==> src/rtl/progmem_jtag_player.sv <==
// Plays a packed TMS/TDI pair stream fetched from program memory out as JTAG
// cycles, collecting the returned TDO bits into 32-bit words for the host.
module progmem_jtag_player #(
   parameter int ADDR_W  = 9,
   parameter int CLK_DIV = 4
) (
   input  logic              clk,
   input  logic              rst,
   input  logic              start,
   output logic              busy,
   output logic              done,
   output logic              rom_en,
   output logic [ADDR_W-1:0] rom_addr,
   input  logic [31:0]       rom_dout,
   output logic              tck,
   output logic              tms,
   output logic              tdi,
   input  logic              tdo,
   output logic [31:0]       tdo_word,
   output logic [5:0]        tdo_bits,
   output logic              tdo_valid
);

   typedef enum logic [2:0] {
      IDLE,
      HDR_REQ,
      HDR_WAIT,
      LD_REQ,
      LD_WAIT,
      SH_LO,
      SH_HI,
      FIN
   } state_t;

   localparam logic [7:0] PHASE_LAST = 8'(CLK_DIV - 1);

   state_t      state;
   state_t      state_next;
   logic [15:0] remaining;
   logic [3:0]  pair_idx;
   logic [7:0]  phase;
   logic [31:0] shift_reg;
   logic [31:0] cap_word;
   logic [5:0]  cap_cnt;
   logic [31:0] cap_word_upd;
   logic [5:0]  cap_cnt_upd;
   logic        phase_end;
   logic        last_pair;
   logic        sh_hi_first;
   logic        hi_exit;

   assign phase_end   = (phase == PHASE_LAST);
   assign last_pair   = (remaining == 16'd1);
   assign sh_hi_first = (state == SH_HI) && (phase == 8'd0);
   assign hi_exit     = (state == SH_HI) && phase_end;

   always_ff @(posedge clk or posedge rst) begin
      if (rst) state <= IDLE;
      else     state <= state_next;
   end

   always_comb begin
      state_next = state;
      case (state)
         IDLE:     if (start) state_next = HDR_REQ;
         HDR_REQ:  state_next = HDR_WAIT;
         HDR_WAIT: state_next = (rom_dout[15:0] == 16'd0) ? FIN : LD_REQ;
         LD_REQ:   state_next = LD_WAIT;
         LD_WAIT:  state_next = SH_LO;
         SH_LO:    if (phase_end) state_next = SH_HI;
         SH_HI: begin
            if (phase_end) begin
               if (last_pair)               state_next = FIN;
               else if (pair_idx == 4'd15)  state_next = LD_REQ;
               else                         state_next = SH_LO;
            end
         end
         FIN:      state_next = IDLE;
         default:  state_next = IDLE;
      endcase
   end

   always_comb begin
      rom_en = (state == HDR_REQ) || (state == LD_REQ);
      busy   = (state != IDLE) && (state != FIN);
      done   = (state == FIN);
   end

   // TDO is folded in on the first high cycle; the merged view lets the
   // exit cycle see that bit even when CLK_DIV is 1.
   always_comb begin
      cap_word_upd = cap_word;
      cap_cnt_upd  = cap_cnt;
      if (sh_hi_first) begin
         cap_word_upd[cap_cnt[4:0]] = tdo;
         cap_cnt_upd = cap_cnt + 6'd1;
      end
   end

   // tck comes from a flop so the pad never sees decode glitches.
   always_ff @(posedge clk or posedge rst) begin
      if (rst) begin
         tck       <= 1'b0;
         phase     <= 8'd0;
         rom_addr  <= '0;
         remaining <= 16'd0;
         pair_idx  <= 4'd0;
         shift_reg <= 32'd0;
         tms       <= 1'b1;
         tdi       <= 1'b0;
      end else begin
         tck <= (state_next == SH_HI);

         if (state_next != state)
            phase <= 8'd0;
         else if ((state == SH_LO) || (state == SH_HI))
            phase <= phase + 8'd1;
         else
            phase <= 8'd0;

         if ((state == IDLE) && start)
            rom_addr <= '0;
         else if ((state_next == LD_REQ) && (state != LD_REQ))
            rom_addr <= rom_addr + ADDR_W'(1);

         if (state == HDR_WAIT)
            remaining <= rom_dout[15:0];
         else if (hi_exit)
            remaining <= remaining - 16'd1;

         // The first pair of a fresh word is presented straight from the read data.
         if (state == LD_WAIT) begin
            pair_idx  <= 4'd0;
            tdi       <= rom_dout[0];
            tms       <= rom_dout[1];
            shift_reg <= {2'b00, rom_dout[31:2]};
         end else if (hi_exit && (state_next == SH_LO)) begin
            pair_idx  <= pair_idx + 4'd1;
            tdi       <= shift_reg[0];
            tms       <= shift_reg[1];
            shift_reg <= {2'b00, shift_reg[31:2]};
         end
      end
   end

   // A word is handed over when full or when the final pair closes it early.
   always_ff @(posedge clk or posedge rst) begin
      if (rst) begin
         cap_word  <= 32'd0;
         cap_cnt   <= 6'd0;
         tdo_word  <= 32'd0;
         tdo_bits  <= 6'd0;
         tdo_valid <= 1'b0;
      end else begin
         tdo_valid <= 1'b0;
         if (hi_exit && ((cap_cnt_upd == 6'd32) || last_pair)) begin
            tdo_valid <= 1'b1;
            tdo_word  <= cap_word_upd;
            tdo_bits  <= cap_cnt_upd;
            cap_word  <= 32'd0;
            cap_cnt   <= 6'd0;
         end else begin
            cap_word  <= cap_word_upd;
            cap_cnt   <= cap_cnt_upd;
         end
      end
   end

endmodule
==> config.mk <==
export PLATFORM = sky130hd
export DESIGN_NAME = progmem_jtag_player
export DESIGN_NICKNAME = d
export VERILOG_FILES = /design/src/rtl/progmem_jtag_player.sv
export SDC_FILE = /design/constraint.sdc
export NUM_CORES = 1
export LEC_CHECK = 0
export CORE_UTILIZATION = 50
export CTS_CLUSTER_DIAMETER = 80
export DETAILED_ROUTE_END_ITERATION = 8
export PLACE_DENSITY = 0.74
export SLEW_MARGIN = 25
export SYNTH_ARGS = -nofsm -noshare
export SYNTH_HDL_FRONTEND = slang
export SYNTH_SLANG_ARGS = --single-unit
==> constraint.sdc <==
create_clock -name clk -period 8.6 [get_ports clk]
set_clock_uncertainty 0.2 [all_clocks]
set_input_delay 2.58 -clock clk [delete_from_list [all_inputs] [get_ports clk]]
set_output_delay 2.58 -clock clk [all_outputs]
set_load 0.01 [all_outputs]
* Yosys cells after proc, flatten, opt, wreduce, memory -nomap -nowiden
Cells that the tools add are included.
** Storage, ports and cells
- Register bits after elaboration :: 152
- Input port bits :: 36
- Output and inout port bits :: 54
- Word-level logic and storage cells :: 85
** Operators by class
- Add/subtract/negate cells :: 5
- Magnitude comparators :: 2
- Eq/ne operators :: 17
- Multiplexer cells :: 29
- Reductions and logical operators :: 18
** Operators by type and width (count)
- $mux 32 :: 4
- $bwmux 32 :: 1
- $mux 16 :: 2
- $pmux 3 s8 :: 1
- $eq 3x3->1 const B :: 6
- $mux 3 :: 6
- $mux 9 :: 2
- $eq 16x1->1 const B :: 1
- $logic_not 16->1 :: 1
- $mux 8 :: 2
- $sub 16x1->16 const B :: 1
- $mux 6 :: 2
- $add 9x1->9 const B :: 1
- $eq 3x2->1 const B :: 3
- $add 8x1->8 const B :: 1
- $eq 8x2->1 const B :: 1
- $logic_and 1x1->1 :: 8
- $logic_not 8->1 :: 1
- $mux 4 :: 2
- $add 6x1->6 const B :: 1
- $eq 6x6->1 const B :: 1
- $lt 5x6->1 const B :: 1
- $mux 1 :: 6
- $reduce_bool 2->1 :: 3
- 11 further kinds :: 13

* Logic depth before layout (Yosys ltp)
- Depth after elaboration :: 9
- Mapped depth :: 12
- Gate-level depth less buffers :: 9

* Least setup slack after synthesis
OpenSTA, ideal clock, no wires.
- Path type :: input-to-reg
- From :: in rom_dout[14]
- To :: reg rom_addr[4]
- Library setup time :: 0.179 ns
- Arrival :: 3.688 ns
- Required time :: 8.221 ns
- Slack :: 4.533 ns
- Cell stages on the path :: 7
- Path buffers :: 1
- Cell sequence :: nor4_1 > nand3_1 > o21ai_0 > nand4b_1 > clkbuf_1 > or3_1 > a21oi_1
** On the way
- Cells in the longest elaborated chain, start to end :: 6
** Ends and longest elaborated chain
- start: declaration :: RTL line 14 : input logic [31:0] rom_dout,
- $logic_not 16->1 :: RTL line 67 : HDR_WAIT: state_next = (rom_dout[15:0] == 16'd0) ? FIN : LD_REQ;
- $mux 3 :: RTL line 67
- $pmux 3 s8 :: RTL line 64 : case (state)
- $eq 3x2->1 :: RTL line 123 : else if ((state_next == LD_REQ) && (state != LD_REQ))
- $logic_and 1x1->1 :: RTL line 123
- $reduce_bool 2->1 (no source line)
- end signal: assignment :: RTL line 124 : rom_addr <= rom_addr + ADDR_W'(1);
- end: declaration :: RTL line 13 : output logic [ADDR_W-1:0] rom_addr,
No other way between the ends.
A chain may end at the register's enable or synchronous reset.

* Worst setup path after layout
- From :: reg state[2]
- To :: out done
** On the way
- Cells in the longest elaborated chain, start to end :: 1
** Ends and longest elaborated chain
- start: declaration :: RTL line 37 : state_t state;
- start signal: assignment :: RTL line 59 : else state <= state_next;
- $eq 3x3->1 :: RTL line 86 : done = (state == FIN);
- end: declaration :: RTL line 11 : output logic done,
No other way between the ends.

==> results.md <==
Worst setup path:
- At the worst endpoint, the required time is 5820 ps.
- In this design, the stage delay of the slowest critical-path cell is 650 ps.
- For the worst setup path, the data arrival time is 1880 ps.
- The maximum fanout encountered on the critical timing path is 17.
- The capturing element type of the critical path is an output pin.
- The signal on the critical path passes through and3_1 > clkdlybuf4s50_1.
- The largest delay contributor family on the critical path is flip-flops.
- The cell at the slowest stage of the critical path is sky130_fd_sc_hd__dfrtp_1.
- Counting both buffers and inverters, the worst setup path holds a total of 1.
- The critical path is of the flop to output pin type.
- The worst setup path is launched from a flop.

STA:
- The maximum clock frequency is 214.4 MHz.
- The portion of the clock cycle consumed by the worst path in the final layout is 54.24%.
- The clock period minus worst slack is 4665 ps.
- The number of endpoints with negative hold slack in the final report was 0.
- The headroom to the max-slew limit is 40.33%.
- Setup violations remaining at the end of the flow were counted as 0.
- The worst hold-check slack is 274.0 ps.
- Setup repair after global routing left no endpoint under its margin.
- At the pin with the least slew margin, the transition time is 895.1 ps.
- The total count of max-transition violations in the final report is 0.
- The sum of negative setup slack is 0 ps.

Cells and area:
- After filler insertion, the fill cell instance count of the layout stands at 1094.
- The number of diodes added for antenna fixing is 0.
- The multi-input combinational cells in the finished layout cover a total of 3093 µm².
- Registers take 3755 µm².
- After the last flow step, the layout net total stands at 871.
- Of the cells placed in the final design, the portion with a size suffix greater than 1 is 6.683%.
- Relative to the synthesized area, the layout overhead comes to 22.41%.

Synth:
- The register area share after synthesis is 53.09%.
- The cell count after synthesis came out at 752.
- The number of register bits inferred by synthesis is 150.
- The total standard cell area after synthesis is 7073 µm².
- The number of warning messages in the yosys log is 0.
- In the synthesized netlist the dominant register cell turns out to be sky130_fd_sc_hd__dfrtp_1.
- The synthesized netlist contains 57 unique library cells.
- In this run the mean area of a mapped cell was 9.406 µm².
- The number of nets in the synthesized netlist is 798.
- The number of flops mapped to enable cells by yosys is 0.
- The share of flip-flops with an asynchronous set or reset after synthesis is 100.0%.

Clock network:
- Clock-pin slew was measured on the worst setup and hold paths at 70 ps.
- The post-CTS resize count is 0.
- In this run the post-CTS setup repair buffer count came out at 0.
- Clock tree synthesis found a total of 150 sinks.
- TritonCTS built the clock tree.
- The insertion delay of the later-clocked pin in the worst-skew pair is 430 ps.
- In this run the deepest clock path goes through 2 buffers.
- In this run the number of H-tree levels came out at 4.
- The cell sitting at the root of the clock tree is a sky130_fd_sc_hd__clkbuf_16.
- The number of hold buffers added after CTS was 0.
- The number of CTS-inserted buffers is 17.

Job:
- The max-capacitance violation count is 0.

Placed design:
- During placement, the flow inserted port buffers numbering 89.
- The last weighted congestion value of the routability-driven placer is 0.8622.
- After legalization and detailed placement, the total HPWL measured 11.15 mm.

Routing:
- The iteration count of the initial detailed-routing pass is 5.
- Dividing the detail-routed wire length by the instance count gives 16.62 µm.
- After detailed routing, the total wire length is 16.92 mm.
- The count of nets left with antenna violations once routing finished came out at 0.
- The detailed router finished its first iteration with 548 violations.
- The number of remaining DRC errors is 0.
- The routed via count is 5844.
- The detail-routed via count per cell is 5.741.

Global routing:
- The wire length of the first global-routing pass is 27.79 mm.
- The pin count of the biggest net entering global routing is 78.
- The global-route total usage across every layer is 24.42%.
- The initial antenna violation count is 0.
- The number of global-route vias before repair is 5580.
- After global routing the overflow that remains totals 0.

Floorplan:
- The number of placement rows is 43.
- The initial utilization of the core area, before any placement, comes to 51.15%.
- Measured along the y axis, the die boundary spans 120.9 µm.
- Pin placement for this block handled 90 I/O pins.
- The floorplan step defined a die boundary enclosing 14630 µm².
- The x dimension of the die is 120.9 µm.
- The floorplan core area is 13830 µm².

Power:
- In this run switching power makes up 34.66% of total power.
- The highest ir drop seen on vdd is 0.1608 mV.
- The clock network burns 32.0% of the power.
- The total power density per cell area is 265.4 nW/µm².
- The power dissipated by switching net loads is 796.5 µW.
- The total leakage power is 0.003814 µW.
- Sequential cells account for 42.8% of the total power.
- The internal power of the cells totals 1502 µW.
- Combinational logic is responsible for 25.2% of the overall power.

Outcome:
- The flow ran to the end, and the final reports show no timing, DRC or antenna violations.

Worst hold path:
- The tightest min-delay check is of the flop to flop type.
==> power by group through the flow <==
stage	sequential (µW)	clock, µW	combinational (µW)
floorplan	944	0	437
CTS	979	744	584
detailed placement	991	0	577
finish	983	736	579
global route	1000	776	656
global placement	985	0	559
==> placed cells by master, fill, tap and decap left out, drive strengths merged, types with 17 or more instances in the layout <==
cell             n
clkbuf          17
nor2           109
o21ai           61
clkdlybuf4s50   88
mux2i           34
dfrtp          149
nor3            19
nand3           17
nand2          130
a31oi           17
inv             19
==> cells in the mapped netlist (all sizes together), types with 2 or more instances <==
cell type | instances | area [µm²]
and4 | 2 | 17.52
nor2 | 109 | 409.1
buf | 13 | 78.82
o211ai | 3 | 22.52
nor2b | 2 | 12.51
a31oi | 17 | 106.4
nand3 | 17 | 85.08
inv | 12 | 45.04
a22oi | 12 | 90.09
mux2i | 34 | 340.3
and2 | 3 | 18.77
and3 | 10 | 62.56
nor4 | 9 | 71.32
nand4 | 6 | 37.54
dfrtp | 149 | 3729
clkbuf | 30 | 112.6
o22ai | 7 | 43.79
ha | 10 | 125.1
a21oi | 15 | 75.07
a221o | 7 | 70.07
nand2b | 10 | 62.56
and4b | 2 | 20.02
a41o | 2 | 20.02
nand3b | 7 | 52.55
a21o | 3 | 22.52
nor3b | 3 | 27.52
nand2 | 130 | 490.5
o21ai | 61 | 305.3
xnor2 | 4 | 35.03
nand4b | 3 | 26.28
or2 | 4 | 25.02
xor2 | 12 | 105.1
or3 | 9 | 56.30
nor3 | 19 | 95.09
==> routing by layer <==
layer  global-route usage, %  vias up  share of wire [%]
li1                        -     2749                  -
met3                   5.028       28                4.6
met5                       0        -                  0
met2                   38.79      160                 48
met4                   9.028        0                1.8
met1                   33.06     2907                 46
==> cell type report <==
class	count	area share (%)
multi-input combinational	547	35.72
clock buffer	17	4.913
sequential	150	43.37
tap	180	2.601
timing repair buffer	97	10.97
clock inverter	15	1.850
inverter	12	0.5780
==> per-stage QoR <==
stage                     power (µW)  area [µm²]  setup WS, ps  cells  utilization, %
final                           2298        8658          3935   1018           62.62
after global routing            2435        8658          3788   1018           62.62
after CTS                       2308        8660          3935   1018           62.63
after detailed placement        1567        8074          3670    986           58.39
after global placement          1544        8074          3789    986           58.39
after floorplan                 1381        7073          1785    752               -
==> path summary, 6_finish.rpt <==
kind | start | endpoint | slack, ps | cells after the start
worst max-delay path | state[2] | done | 3940 | 2
worst min-delay path | shift_reg[15] | shift_reg[15] | 270 | 2
worst max register to register | phase[0] | rom_addr[8] | 4850 | 7
worst min register to register | shift_reg[15] | shift_reg[15] | 270 | 2
max in group asynchronous | rst | rom_addr[3] | 4640 | 3
min in group asynchronous | rst | cap_word[8] | 2420 | 2
==> kinds of logic after synthesis <==
| logic type | Yosys count | synth area share [%] |
|---|---|---|
| XOR/XNOR | 16 | 1.981 |
| AND/OR/NAND/NOR | 349 | 22.70 |
| multiplexers | 34 | 4.812 |
| adder cells (fa/ha/maj) | 10 | 1.769 |
| flip-flops | 150 | 53.09 |
| AO/OA/AOI/OAI | 138 | 12.31 |
| buffers and inverters | 55 | 3.343 |
==> worst min-delay path, cell delays in order (launching register included) <==
cell and delay [ps]:
sky130_fd_sc_hd__dfrtp_1 340, sky130_fd_sc_hd__nand2_1 50, sky130_fd_sc_hd__nand2_1 50
(Power assumes the default switching activity.)
==> patch, RTL diff (same settings) <==
Register the output `done`; this adds one clock of latency there. The other outputs are not delayed to match.
--- a/src/rtl/progmem_jtag_player.sv
+++ b/src/rtl/progmem_jtag_player.sv
@@ -33,6 +33,8 @@
    } state_t;
 
    localparam logic [7:0] PHASE_LAST = 8'(CLK_DIV - 1);
+
+   logic done_d;
 
    state_t      state;
    state_t      state_next;
@@ -83,7 +85,7 @@
    always_comb begin
       rom_en = (state == HDR_REQ) || (state == LD_REQ);
       busy   = (state != IDLE) && (state != FIN);
-      done   = (state == FIN);
+      done_d = (state == FIN);
    end
 
    // TDO is folded in on the first high cycle; the merged view lets the
@@ -166,4 +168,8 @@
       end
    end
 
+   always_ff @(posedge clk) begin
+      done <= done_d;
+   end
+
 endmodule
Behaviour: not the same (a bounded check fails within 4 cycles, from zero or initial values and one cycle with rst high).
==> patch against the original RTL <==
- wire length is 3.4% higher
- setup slack worse by 0.031 ns
- worst hold slack better by 0.0045 ns
- non-clock buffer count stayed put
- die area is 0.28% higher
- cell count hardly changed
- sequential cell count is 1 higher
- cell area is 0.20% higher
- synthesized area is 0.28% higher
- sequential share of layout area is 0.14 points higher
- total power is 0.98% higher
==> patch: results <==
export IMPL_grt_pass1_wl_um=29100
export IMPL_grt_pass1_vias=5680
export IMPL_synth_fa_ha_area_frac=0.0176
export IMPL_track_usage=0.255
export IMPL_drt_iter0_markers=477
export IMPL_hpwl_um=11600
export IMPL_fillCellCount=1176
export IMPL_maxSlewHeadroom=0.395
export IMPL_dp_cells=987
export IMPL_synth_cell_types=58
export IMPL_drive_gt1_frac=0.0667
export IMPL_synth_cells=753
export IMPL_synth_compound_area_frac=0.123
export IMPL_gp_congestion=0.868
export IMPL_synth_area_top_cells="dfrtp_1 53%, nand2_1 6.8%, nor2_1 5.8%, mux2i_1 4.8%, o21ai_0 4.2%"
export IMPL_r2r_end="rom_addr[7]"
export IMPL_wl_um=17500
export IMPL_async_reset_ff_frac=0.993
export IMPL_nets=872
export IMPL_grt_max_degree=81
export IMPL_place_ws_ns=3.65
export IMPL_fin_crit_sh=0.546
export IMPL_synth_mux_area_frac=0.0480
export IMPL_vias=5924
export IMPL_synth_seq_area_share=0.532
export IMPL_critical_path_arrival_ns=1.92
export IMPL_outcome="finished clean"
export IMPL_synthXorXnorAreaFrac=0.0198
export IMPL_ir_drop_mv=0.176
export IMPL_cp_endpoint="busy"
==> patch: cell families after synthesis <==
family / after synthesis
multiplexers: 34
AND/OR/NAND/NOR: 349
XOR/XNOR: 16
adder cells (fa/ha/maj): 10
flip-flops: 151
buffers and inverters: 55
AO/OA/AOI/OAI: 138
==> patch: worst max-delay path, stage by stage, from the launching register on <==
cell and delay, ns:
dfrtp_1 0.58, and3_1 0.26, nor2_1 0.10, clkdlybuf4s50_1 0.56
==> patch: area by class of cell <==
class                   count  area (um2)  area share
flip-flops and latches    151        3770       0.435
inverters                  12        50.0     0.00577
clock buffers              19         453      0.0522
repair buffers             97         946       0.109
well taps                 180         225      0.0260
clock inverters            13         134      0.0154
multi-input cells         547        3090       0.357
==> patch: stage by stage <==
stage	hold WS, ns	instance area (um2)
after floorplan	0.246	7090
after global placement	0.259	8090
after detailed placement	0.264	8090
after CTS	0.280	8680
after global routing	0.302	8680
final	0.278	8680
==> patch: how the worst min path moves through the flow <==
stage	startpoint	slack (ns)	to
after global routing	shift_reg[19]	0.30	shift_reg[19]
final	shift_reg[19]	0.28	shift_reg[19]
after detailed placement	shift_reg[19]	0.26	shift_reg[19]
after global placement	shift_reg[17]	0.26	shift_reg[17]
after floorplan	shift_reg[15]	0.25	shift_reg[15]
after CTS	shift_reg[19]	0.28	shift_reg[19]
==> patch: layer usage <==
metal | global-route usage | routed length [um]
met2 | 0.390 | 8190
met5 | 0 | 0
met1 | 0.363 | 8230
met4 | 0.0756 | 221
met3 | 0.0555 | 844
==> patch: power breakdown <==
group | leakage, uW | total, uW | switching [uW] | internal (uW)
registers | 0.00180 | 993 | 136 | 857
clock network | 0.000273 | 742 | 320 | 421
logic | 0.00174 | 586 | 346 | 240
